**config.mk**
```make
export PLATFORM = sky130hd
export DESIGN_NAME = cache_bypass_rsp
export DESIGN_NICKNAME = d
export VERILOG_FILES = /design/src/rtl/cache_bypass_rsp_pkg.sv /design/src/rtl/cache_bypass_rsp_buf.sv /design/src/rtl/cache_bypass_rsp.sv
export SDC_FILE = /design/constraint.sdc
export NUM_CORES = 1
export LEC_CHECK = 0
export CORE_AREA = 2 2 531 533
export CTS_CLUSTER_SIZE = 25
export DETAILED_ROUTE_END_ITERATION = 10
export DIE_AREA = 0 0 533 535
export PLACE_DENSITY_LB_ADDON = 0.3
export SYNTH_ARGS = -nofsm -noshare
export SYNTH_HDL_FRONTEND = slang
export SYNTH_SLANG_ARGS = --single-unit
```
**constraint.sdc**
```tcl
create_clock -name clk -period 5.1 [get_ports clk]
set_input_delay 0.765 -clock clk [delete_from_list [all_inputs] [get_ports clk]]
set_output_delay 0.765 -clock clk [all_outputs]
set_load 0.02 [all_outputs]
```
**src/rtl/cache_bypass_rsp_pkg.sv**
```systemverilog
// Shared definitions for the bypass-read return path: DRAM tag prefix decode
// and the merge-source encoding used by the output round-robin.
package cache_bypass_rsp_pkg;

  localparam int         BYPASS_PREFIX_W   = 3;
  localparam logic [2:0] BYPASS_TAG_PREFIX = 3'b111;

  typedef enum logic {
    SRC_CACHE  = 1'b0,
    SRC_BYPASS = 1'b1
  } rsp_src_e;

  function automatic logic is_bypass_tag(input logic [BYPASS_PREFIX_W-1:0] hi);
    return hi == BYPASS_TAG_PREFIX;
  endfunction

endpackage

```
**src/rtl/cache_bypass_rsp_buf.sv**
```systemverilog
// Two-entry valid/ready FIFO holding extracted bypass words until the core
// response port takes them. A push while full is accepted only alongside a pop.
module cache_bypass_rsp_buf #(
  parameter int W = 8
) (
  input  logic         clk,
  input  logic         reset,
  input  logic         i_push_valid,
  input  logic [W-1:0] i_push_data,
  input  logic         i_pop_ready,
  output logic [W-1:0] o_pop_data,
  output logic         o_full,
  output logic         o_empty
);

  logic [W-1:0] r_mem [2];
  logic         r_wptr;
  logic         r_rptr;
  logic [1:0]   r_cnt;
  logic         w_push;
  logic         w_pop;

  assign o_full     = (r_cnt == 2'd2);
  assign o_empty    = (r_cnt == 2'd0);
  assign o_pop_data = r_mem[r_rptr];
  assign w_pop      = i_pop_ready & !o_empty;
  assign w_push     = i_push_valid & (!o_full | w_pop);

  always_ff @(posedge clk) begin
    if (reset) begin
      r_wptr <= 1'b0;
      r_rptr <= 1'b0;
      r_cnt  <= 2'd0;
    end else begin
      if (w_push) r_wptr <= ~r_wptr;
      if (w_pop)  r_rptr <= ~r_rptr;
      r_cnt <= r_cnt + {1'b0, w_push} - {1'b0, w_pop};
    end
  end

  always_ff @(posedge clk) begin
    if (w_push) r_mem[r_wptr] <= i_push_data;
  end

endmodule

```
**src/rtl/cache_bypass_rsp.sv**
```systemverilog
// Bypass read return path: tracks outstanding uncached reads, peels bypass
// responses off the DRAM stream as single words and merges them with cache responses.
module cache_bypass_rsp
  import cache_bypass_rsp_pkg::*;
#(
  parameter int CACHE_ID         = 0,
  parameter int NUM_REQS         = 4,
  parameter int CACHE_LINE_SIZE  = 64,
  parameter int WORD_SIZE        = 4,
  parameter int CORE_TAG_WIDTH   = 3,
  parameter int CORE_TAG_ID_BITS = 3,
  parameter int DRAM_TAG_WIDTH   = 26,
  localparam int WORDS   = CACHE_LINE_SIZE / WORD_SIZE,
  localparam int WSEL_W  = (WORDS > 1) ? $clog2(WORDS) : 1,
  localparam int WORD_W  = 8 * WORD_SIZE,
  localparam int LINE_W  = 8 * CACHE_LINE_SIZE,
  localparam int LANE_W  = (NUM_REQS > 1) ? $clog2(NUM_REQS) : 1,
  localparam int CNT_W   = CORE_TAG_ID_BITS + 1
) (
  input  logic                         clk,
  input  logic                         reset,
  input  logic                         alloc_valid,
  input  logic                         alloc_rw,
  input  logic [LANE_W-1:0]            alloc_lane,
  input  logic [WSEL_W-1:0]            alloc_wsel,
  input  logic [CORE_TAG_WIDTH-1:0]    alloc_tag,
  input  logic                         dram_rsp_valid,
  input  logic [LINE_W-1:0]            dram_rsp_data,
  input  logic [DRAM_TAG_WIDTH-1:0]    dram_rsp_tag,
  output logic                         dram_rsp_ready,
  output logic                         cache_dram_rsp_valid,
  output logic [LINE_W-1:0]            cache_dram_rsp_data,
  output logic [DRAM_TAG_WIDTH-1:0]    cache_dram_rsp_tag,
  input  logic                         cache_dram_rsp_ready,
  input  logic [NUM_REQS-1:0]          cache_core_rsp_valid,
  input  logic [NUM_REQS*WORD_W-1:0]   cache_core_rsp_data,
  input  logic [CORE_TAG_WIDTH-1:0]    cache_core_rsp_tag,
  output logic                         cache_core_rsp_ready,
  output logic [NUM_REQS-1:0]          core_rsp_valid,
  output logic [NUM_REQS*WORD_W-1:0]   core_rsp_data,
  output logic [CORE_TAG_WIDTH-1:0]    core_rsp_tag,
  input  logic                         core_rsp_ready,
  output logic [CNT_W-1:0]             pending_cnt,
  output logic                         bypass_err
);

  localparam int ENTRIES = 2 ** CORE_TAG_ID_BITS;
  localparam int ID_W    = CORE_TAG_ID_BITS;

  typedef struct packed {
    logic [LANE_W-1:0]         lane;
    logic [WSEL_W-1:0]         wsel;
    logic [CORE_TAG_WIDTH-1:0] tag;
  } byp_ent_t;

  typedef struct packed {
    logic [LANE_W-1:0]         lane;
    logic [WORD_W-1:0]         word;
    logic [CORE_TAG_WIDTH-1:0] tag;
  } byp_rsp_t;

  byp_ent_t           r_tbl [ENTRIES];
  logic [ENTRIES-1:0] r_tbl_vld;
  logic [CNT_W-1:0]   r_pending;
  logic               r_err;
  rsp_src_e           r_last;

  logic               w_is_byp;
  logic [ID_W-1:0]    w_rsp_idx;
  logic [ID_W-1:0]    w_alloc_idx;
  logic               w_byp_fire;
  logic               w_free;
  logic               w_drop;
  logic               w_alloc;
  logic               w_alloc_dup;
  logic               w_alloc_new;
  byp_ent_t           w_rsp_ent;
  logic [WORD_W-1:0]  w_rsp_word;
  byp_rsp_t           w_rsp_p0;
  byp_rsp_t           w_rsp_p1;
  logic               w_vld_p1;
  logic               w_buf_full;
  logic               w_buf_empty;
  logic               w_cache_vld;
  logic               w_grant_byp;
  logic               w_buf_pop;

  assign w_is_byp    = is_bypass_tag(dram_rsp_tag[DRAM_TAG_WIDTH-1 -: BYPASS_PREFIX_W]);
  assign w_rsp_idx   = dram_rsp_tag[ID_W-1:0];
  assign w_alloc_idx = alloc_tag[ID_W-1:0];
  assign w_rsp_ent   = r_tbl[w_rsp_idx];

  assign cache_dram_rsp_valid = dram_rsp_valid & !w_is_byp;
  assign cache_dram_rsp_data  = dram_rsp_data;
  assign cache_dram_rsp_tag   = dram_rsp_tag;
  assign dram_rsp_ready       = w_is_byp ? !w_buf_full : cache_dram_rsp_ready;

  assign w_byp_fire  = dram_rsp_valid & w_is_byp & !w_buf_full;
  assign w_free      = w_byp_fire & r_tbl_vld[w_rsp_idx];
  assign w_drop      = w_byp_fire & !r_tbl_vld[w_rsp_idx];
  assign w_alloc     = alloc_valid & !alloc_rw;
  // A free of the same slot in this cycle happens first, so that is not a double allocate.
  assign w_alloc_dup = w_alloc & r_tbl_vld[w_alloc_idx] & !(w_free && (w_rsp_idx == w_alloc_idx));
  assign w_alloc_new = w_alloc & !w_alloc_dup;

  always_comb begin
    w_rsp_word = '0;
    for (int k = 0; k < WORDS; k++) begin
      if (w_rsp_ent.wsel == k[WSEL_W-1:0]) w_rsp_word = dram_rsp_data[k*WORD_W +: WORD_W];
    end
  end

  always_ff @(posedge clk) begin
    if (reset) begin
      r_tbl_vld <= '0;
    end else begin
      if (w_free)  r_tbl_vld[w_rsp_idx]   <= 1'b0;
      if (w_alloc) r_tbl_vld[w_alloc_idx] <= 1'b1;
    end
  end

  always_ff @(posedge clk) begin
    if (w_alloc) r_tbl[w_alloc_idx] <= '{lane: alloc_lane, wsel: alloc_wsel, tag: alloc_tag};
  end

  // Overwrites do not add an entry, keeping the count equal to live table entries.
  always_ff @(posedge clk) begin
    if (reset) begin
      r_pending <= '0;
      r_err     <= 1'b0;
    end else begin
      if (w_alloc_new && !w_free)      r_pending <= r_pending + CNT_W'(1);
      else if (w_free && !w_alloc_new) r_pending <= r_pending - CNT_W'(1);
      if (w_alloc_dup || w_drop) r_err <= 1'b1;
    end
  end

  assign pending_cnt = r_pending;
  assign bypass_err  = r_err;

  // p0 -> p1: extracted word is registered in the response buffer
  assign w_rsp_p0 = '{lane: w_rsp_ent.lane, word: w_rsp_word, tag: w_rsp_ent.tag};

  cache_bypass_rsp_buf #(
    .W ($bits(byp_rsp_t))
  ) u_buf (
    .clk          (clk),
    .reset        (reset),
    .i_push_valid (w_free),
    .i_push_data  (w_rsp_p0),
    .i_pop_ready  (w_buf_pop),
    .o_pop_data   (w_rsp_p1),
    .o_full       (w_buf_full),
    .o_empty      (w_buf_empty)
  );

  assign w_vld_p1    = !w_buf_empty;
  assign w_cache_vld = |cache_core_rsp_valid;
  assign w_grant_byp = w_vld_p1 & (!w_cache_vld | (r_last == SRC_CACHE));
  assign w_buf_pop   = w_grant_byp & core_rsp_ready;

  always_comb begin
    core_rsp_valid       = cache_core_rsp_valid;
    core_rsp_data        = cache_core_rsp_data;
    core_rsp_tag         = cache_core_rsp_tag;
    cache_core_rsp_ready = core_rsp_ready;
    if (w_grant_byp) begin
      core_rsp_valid                                    = '0;
      core_rsp_valid[w_rsp_p1.lane]                     = 1'b1;
      core_rsp_data                                     = '0;
      core_rsp_data[w_rsp_p1.lane*WORD_W +: WORD_W]     = w_rsp_p1.word;
      core_rsp_tag                                      = w_rsp_p1.tag;
      cache_core_rsp_ready                              = 1'b0;
    end
  end

  always_ff @(posedge clk) begin
    if (reset) begin
      r_last <= SRC_CACHE;
    end else if (w_buf_pop) begin
      r_last <= SRC_BYPASS;
    end else if (w_cache_vld && core_rsp_ready) begin
      r_last <= SRC_CACHE;
    end
  end

endmodule

```
# Word level (Yosys, flattened, before mapping)
# Memories as Yosys holds them, arrays and structs flattened. A register that Yosys moved wholly into a read port is not among the register bits.
# Index checks and enable logic that the tools add are counted.
[word_totals]
ff_bits = 18
ram_bits = 146
inputBits = 689
output_inout_bits = 681
wordCells = 129
memories = 2
[classes]
add_sub_neg = 5
order_cmp = 6
eq_ne = 18
shifts = 2
mux = 44
bitwise = 22
reduce_logical = 23
[memory_table]
columns = ["memory", "words", "width", "read_ports", "rd_ports_with_merged_regs", "wr", "line", "source"]
rows = [
  ["u_buf.r_mem", 2, 37, 1, 1, 1, "cache_bypass_rsp_buf.sv:16", "logic [W-1:0] r_mem [2];"],
  ["r_tbl", 8, 9, 1, 0, 1, "cache_bypass_rsp.sv:62", "byp_ent_t r_tbl [ENTRIES];"],
]
[op_table]
columns = ["cell", "count"]
rows = [
  ["two-way mux 32 bit", 16],
  ["bitwise AND 128 bit", 1],
  ["two-way mux 128 bit", 1],
  ["variable shift 32 x 34 -> 128 bit, first input constant", 1],
  ["indexed part select 32 x 34 -> 128 bit", 1],
  ["negation 7 -> 34 bit", 1],
  ["equality test 4 bit, second input constant", 8],
  ["two-way mux 8 bit", 3],
  ["equality test 4 x 3 -> 1 bit, second input constant", 4],
  ["two-way mux 1 bit", 15],
  ["bitwise AND 1 bit", 13],
  ["two-way mux 4 bit", 3],
  ["zero test 1 bit", 10],
  ["bitwise AND 8 bit", 1],
  ["equality test 4 x 2 -> 1 bit, second input constant", 2],
  ["< comparator 3 x 4 -> 1 bit, second input constant", 2],
  ["inverter 8 bit", 1],
  ["OR 8 bit", 1],
  ["logical AND 1 bit", 7],
  ["binary-select mux 1 bit (select 3 bit)", 2],
  ["demux 1 bit (select 3 bit)", 2],
  ["greater-or-equal comparator 3 x 1 -> 1 bit, second input constant", 2],
  ["adder 4 x 1 -> 4 bit, second input constant", 1],
  ["equality test 4 x 1 -> 1 bit, second input constant", 1],
  ["17 further kinds", 21],
]

# Depth between registers and ports, before layout
# An unclocked memory read counts as a cell.
[logic_depth]
depth_word = 18
mapped_depth = 17
mapped_depth_nobuf = 15

# By module
# A second synthesis with hierarchy kept.
[unflattened]
hier_cells = 1915
area_unflattened_um2 = 17350.4
[modules_own_cells]
columns = ["mod", "n_inst", "cells_each", "area_per_inst_um2", "seq_area_each_um2"]
rows = [
  ["cache_bypass_rsp", 1, 1770, 14438.8, 2442.3],
  ["cache_bypass_rsp_buf", 1, 145, 2911.5, 2322.2],
]

# Worst setup path after synthesis
# OpenSTA, ideal clock, no wires.
[synth_path]
kind = "in2reg"
start = "in dram_rsp_tag[2]"
end = "reg r_pending[3] (netlist: pending_cnt[3])"
setup_time_ns = 0.070
arrival_time_ns = 3.939
required_ns = 5.030
slack_ns = 1.090
cell_stages = 17
path_buffers = 3
path_cell_list = "buf_4 > buf_6 > buf_2 > mux4_2 > mux2i_1 > or3_1 > nor4_1 > or4_1 > nor2b_1 > ha_1 > inv_1 > ha_1 > a21o_1 > a21oi_1 > xnor2_1 > or3_1 > a21oi_1"
[synth_via]
elab_chain_len = 11
elab_cells_between_ends = 15
classes_between = "1 x eq/ne; 3 x mux; 3 x bitwise; 8 x reduce/logical"
[synth_rtl]
columns = ["element", "line", "source"]
rows = [
  ["from (decl)", "cache_bypass_rsp.sv:29", "input logic [DRAM_TAG_WIDTH-1:0] dram_rsp_tag,"],
  ["binary-select mux 1 bit (select 3 bit)", "cache_bypass_rsp.sv:99", "assign w_free = w_byp_fire & r_tbl_vld[w_rsp_idx];"],
  ["two-way mux 1 bit (implied by the code)", "cache_bypass_rsp.sv:99", ""],
  ["bitwise AND 1 bit", "cache_bypass_rsp.sv:99", ""],
  ["logical AND 1 bit", "cache_bypass_rsp.sv:103", "assign w_alloc_dup = w_alloc & r_tbl_vld[w_alloc_idx] & !(w_free && (w_rsp_idx == w_alloc_idx));"],
  ["zero test 1 bit", "cache_bypass_rsp.sv:103", ""],
  ["bitwise AND 1 bit", "cache_bypass_rsp.sv:103", ""],
  ["zero test 1 bit", "cache_bypass_rsp.sv:104", "assign w_alloc_new = w_alloc & !w_alloc_dup;"],
  ["bitwise AND 1 bit", "cache_bypass_rsp.sv:104", ""],
  ["zero test 1 bit", "cache_bypass_rsp.sv:133", "else if (w_free && !w_alloc_new) r_pending <= r_pending - CNT_W'(1);"],
  ["logical AND 1 bit", "cache_bypass_rsp.sv:133", ""],
  ["nonzero test 2 bit (no line)", "-", ""],
  ["to (signal assigned)", "cache_bypass_rsp.sv:132", "if (w_alloc_new && !w_free) r_pending <= r_pending + CNT_W'(1);"],
  ["to (signal assigned)", "cache_bypass_rsp.sv:133", ""],
  ["to (decl)", "cache_bypass_rsp.sv:64", "logic [CNT_W-1:0] r_pending;"],
]
# Parallel ways exist; a longest one is shown, timed or not. The select of a mux whose other input is x is not followed.
# A chain may end at the register's enable or synchronous reset.

# Worst setup path after layout
[layout_path]
start = "in dram_rsp_tag[1]"
end = "mem u_buf.r_mem[1][32] in the netlist's numbering, data pin"
[layout_via]
elab_chain_len = 18
elab_cells_between_ends = 33
classes_between = "15 x eq/ne; 16 x mux; 1 x reduce/logical; 1 x memory"
[layout_rtl]
columns = ["element", "line", "source"]
rows = [
  ["memory (8 x 9 bit) (*)", "-", ""],
  ["zero test 4 bit", "cache_bypass_rsp.sv:109", "if (w_rsp_ent.wsel == k[WSEL_W-1:0]) w_rsp_word = dram_rsp_data[k*WORD_W +: WORD_W];"],
  ["two-way mux 32 bit (15 in series)", "cache_bypass_rsp.sv:109", ""],
  ["two-way mux 32 bit (*)", "cache_bypass_rsp.sv:109", ""],
  ["net u_buf.i_push_data[32]", "cache_bypass_rsp_buf.sv:9", "input logic [W-1:0] i_push_data,"],
  ["to (decl)", "cache_bypass_rsp_buf.sv:16", ""],
]
# Mark *: on every way through the listed nets, which the timed path passes. The rest lies on a longest branch.

==> results.txt <==
The run finished with clean final reports. The cell area after technology mapping came out at 0.01707 mm². On the final layout, the worst clock skew is 0.02488 ns. The async set or reset register ratio after synthesis came out at 0. The highest clock rate came out at 205.4 MHz. The number of cell rows came out at 194.

The post-cts gate resize count is 0. Setup repair after global routing left no endpoint under its margin. The total non-filler cell area in the finished layout came out at 0.03261 mm². The count of input and output buffers came out at 1329.

The layout overhead on the synthesized area is 91.08%. The shortest clock period the worst path allows after layout came out at 4.868 ns. The CTS tree is yes.

Counting along the longest clock path gives a buffer depth of 2. For this run the aggregate overflow at the end of global routing stands at 0. The tool flagged a number of max-cap violations equal to 0.

The via count of the first global-routing pass came out at 20850. For the worst setup path, the data required time is 5.37 ns. The worst setup path category is input pin to register. The first global-routing pass estimated 314800 µm of wire. The cell area power density came out at 236.4 mW/mm². The tightest hold path in the finished design has a slack of 0.4585 ns. The number of slew-limit violations in the final report is 0.

The total I/O pin count is 1370. The number of vias in the routed layout came out at 21240. The worst voltage drop across the vdd grid came out at 0.2276 mV.

The slew at the pin closest to its max-slew limit is 1.219 ns. The buffer type at the clock tree root is clkbuf_16. In the global route stage, overall resource usage came out at 0.1809. The die outline area came out at 0.2852 mm². The count of final setup violators is 0. The number of CTS-inserted buffers is 17. The worst-case headroom to the max-slew limit came out at 0.1768.

The hold violation count in the final report came out at 0. For this design, the sink count on the clock tree is 165. Of the cells placed in the final design, the portion with a size suffix greater than 1 is 0.09048. The core area came out at 0.2789 mm². The worst setup path is captured at a register. The mean cell area of the mapped netlist is 7.893 µm². Dividing the detail-routed via count by the number of cells gives 3.141. Counting distinct cell types in the post-synthesis netlist gives 71.

The number of DRC violations after detailed-routing iteration 0 came out at 1547. The final-stage net count came out at 3659. The area after detailed placement is 0.03183 mm².

The register area came out at 0.004768 mm². The HPWL after detailed placement is 245400 µm. In this run, synthesis inferred 146 flip-flops with an integrated enable. The fill cell total of the finished layout is 31980. The dominant register cell in the synthesized netlist is edfxtp_1. Post-CTS timing repair inserted 0 buffers for setup. The worst setup path is launched from an input pin.

The antenna violation net count after detailed routing came out at 0. The worst register-to-register path has a setup slack of 1.28 ns. For this configuration, the core starts out at a cell density of 0.06119.

In the final routed layout, each cell accounts on average for 39.75 µm. The number of antenna violations at the first check in global routing was 248. In this run the vertical extent of the chip is 535 µm.

The H-tree was split into 4 levels. The biggest fanout along the worst timing path came out at 12. The number of flip-flops and latches in the synthesized netlist came out at 165. The die boundary width is 533 µm. The sequential fraction of the synthesis area came out at 0.2792. The number of hold buffers added after CTS was 0. The data arrival time of the critical path is 5.14 ns. The clock latency on the worst-skew pair is 0.54 ns.

The leakage power of the design is 10.88 nW. The first-pass detailed-route iteration total is 6. The area of combinational cells with multiple inputs is 0.007764 mm². The sum of routed wire length over all layers is 268800 µm. The clock-pin transition on the worst setup and hold timing paths came out at 0.09 ns. Yosys printed 0 warnings. The remaining design rule violation count came out at 0.

The final RePlAce weighted congestion is 0.9577. In the finished design, the share of the clock period the worst path needs comes to 0.9545. The number of standard cells after synthesis came out at 2162. The net count after synthesis came out at 2861. Entering global routing, the biggest net connects 77 pins.

The tightest min-delay check is of the register to register type.
[cell families after synthesis]
kind of cell | count (synthesis) | synth area share
adders and majority gates | 10 | 0.007772
AOI/OAI and AO/OA | 548 | 0.2106
muxes | 95 | 0.06753
and+or+nand+nor | 638 | 0.1521
buffers and inverters | 696 | 0.2777
DFF | 165 | 0.2792
xor gates and xnor gates | 10 | 0.005132
[through the flow]
stage               utilization  worst slack, ns  total power, mW  setup TNS, ns  instances
floorplan                     -            1.090            3.564              0       2162
global placement         0.1140          -0.4885            6.365         -2.145       6663
detailed placement       0.1141          -0.3215            6.345         -1.397       6665
CTS                      0.1163           0.2531            7.858              0       6697
global route             0.1165           0.2145            8.009              0       6717
finish                   0.1169           0.2323            7.707              0       6761
[synthesized netlist by cell type (all sizes together), types with 4 or more instances]
master	n	area share
buf	603	0.26
nand2	460	0.10
o21ai	233	0.068
edfxtp	146	0.26
a21oi	93	0.027
nor2	77	0.017
mux2i	74	0.045
clkbuf	71	0.016
nand3	57	0.017
a32o	40	0.023
a21o	25	0.011
a22oi	23	0.013
inv	22	0.0048
o22ai	21	0.0077
o221ai	20	0.010
dfxtp	19	0.022
a31oi	16	0.0059
mux4	13	0.017
a41oi	12	0.011
o211ai	12	0.0053
ha	9	0.0066
o2bb2ai	9	0.0046
mux2	8	0.0055
a221oi	7	0.0036
nand2b	7	0.0026
nor2b	7	0.0026
a211oi	6	0.0026
and2	6	0.0023
nand4	6	0.0022
o31ai	6	0.0026
xor2	6	0.0031
and3	5	0.0018
o32a	4	0.0023
xnor2	4	0.0021
[where the power goes]
group          internal (mW)  switching [mW]  total [mW]
registers               1.53          0.0298        1.56
logic                   1.86            2.83        4.68
clock network          0.672           0.792        1.46
total                   4.06            3.65        7.71
[layout by cell type, fill, tap and decap left out, drive strengths merged, types with 6 or more instances in the layout]
master,instances
nor2,77
o2bb2ai,9
ha,9
a41oi,12
mux4,13
nor2b,7
a211oi,6
clkbuf,17
a21oi,93
edfxtp,146
nand2,460
mux2,8
o221ai,20
o21ai,233
nand4,6
inv,31
a221oi,7
nand3,57
clkdlybuf4s50,1295
diode,64
and2,6
o31ai,6
a21o,25
a22oi,23
dfxtp,19
xor2,6
o211ai,12
o22ai,21
a32o,40
buf,158
nand2b,7
a31oi,16
mux2i,74
[metal layers]
layer | vias up | track usage | wire length [µm]
li1 | 8749 | - | -
met1 | 10320 | 0.1854 | 95290
met2 | 1525 | 0.3114 | 129800
met3 | 470 | 0.09093 | 30460
met4 | 172 | 0.07312 | 12050
met5 | - | 0 | 1132
[critical path: stages]
cell	delay, ns
clkdlybuf4s50_1	0.66
buf_4	0.34
inv_1	0.43
mux4_2	0.46
buf_4	0.25
nor3_4	0.41
buf_4	0.33
nand2_1	0.12
o311ai_0	1.01
buf_4	0.26
a21oi_1	0.06
[layout make-up]
class | instances | area share
clock inverters | 15 | 0.005832
clock buffers | 17 | 0.01305
inverters | 22 | 0.002533
flip-flops and latches | 165 | 0.1462
well taps | 3724 | 0.1429
repair buffers | 1453 | 0.4465
multi-input cells | 1301 | 0.2381
diodes | 64 | 0.004912
[state kept, by name (all words and copies together) (netlist names), named ones only]
| name | count |
|---|---|
| pending_cnt | 4 |
| u_buf.r_rptr | 1 |
| u_buf.r_mem | 74 |
| bypass_err | 1 |
| u_buf.r_wptr | 1 |
| u_buf.r_cnt | 2 |
| r_last | 1 |
| r_tbl | 72 |
| r_tbl_vld | 8 |
[path summary, 6_finish.rpt]
path | cells after the start | end | from
max reg2reg | 9 | u_buf.r_mem[1][32]$_DFFE_PP_ | r_tbl[5][6]$_DFFE_PP_
max | 11 | u_buf.r_mem[1][32]$_DFFE_PP_ | dram_rsp_tag[1]
min | 2 | r_last$_SDFFE_PP0P_ | r_last$_SDFFE_PP0P_
min reg2reg | 2 | r_last$_SDFFE_PP0P_ | r_last$_SDFFE_PP0P_
Note: power is estimated with default switching activity, not from simulation.
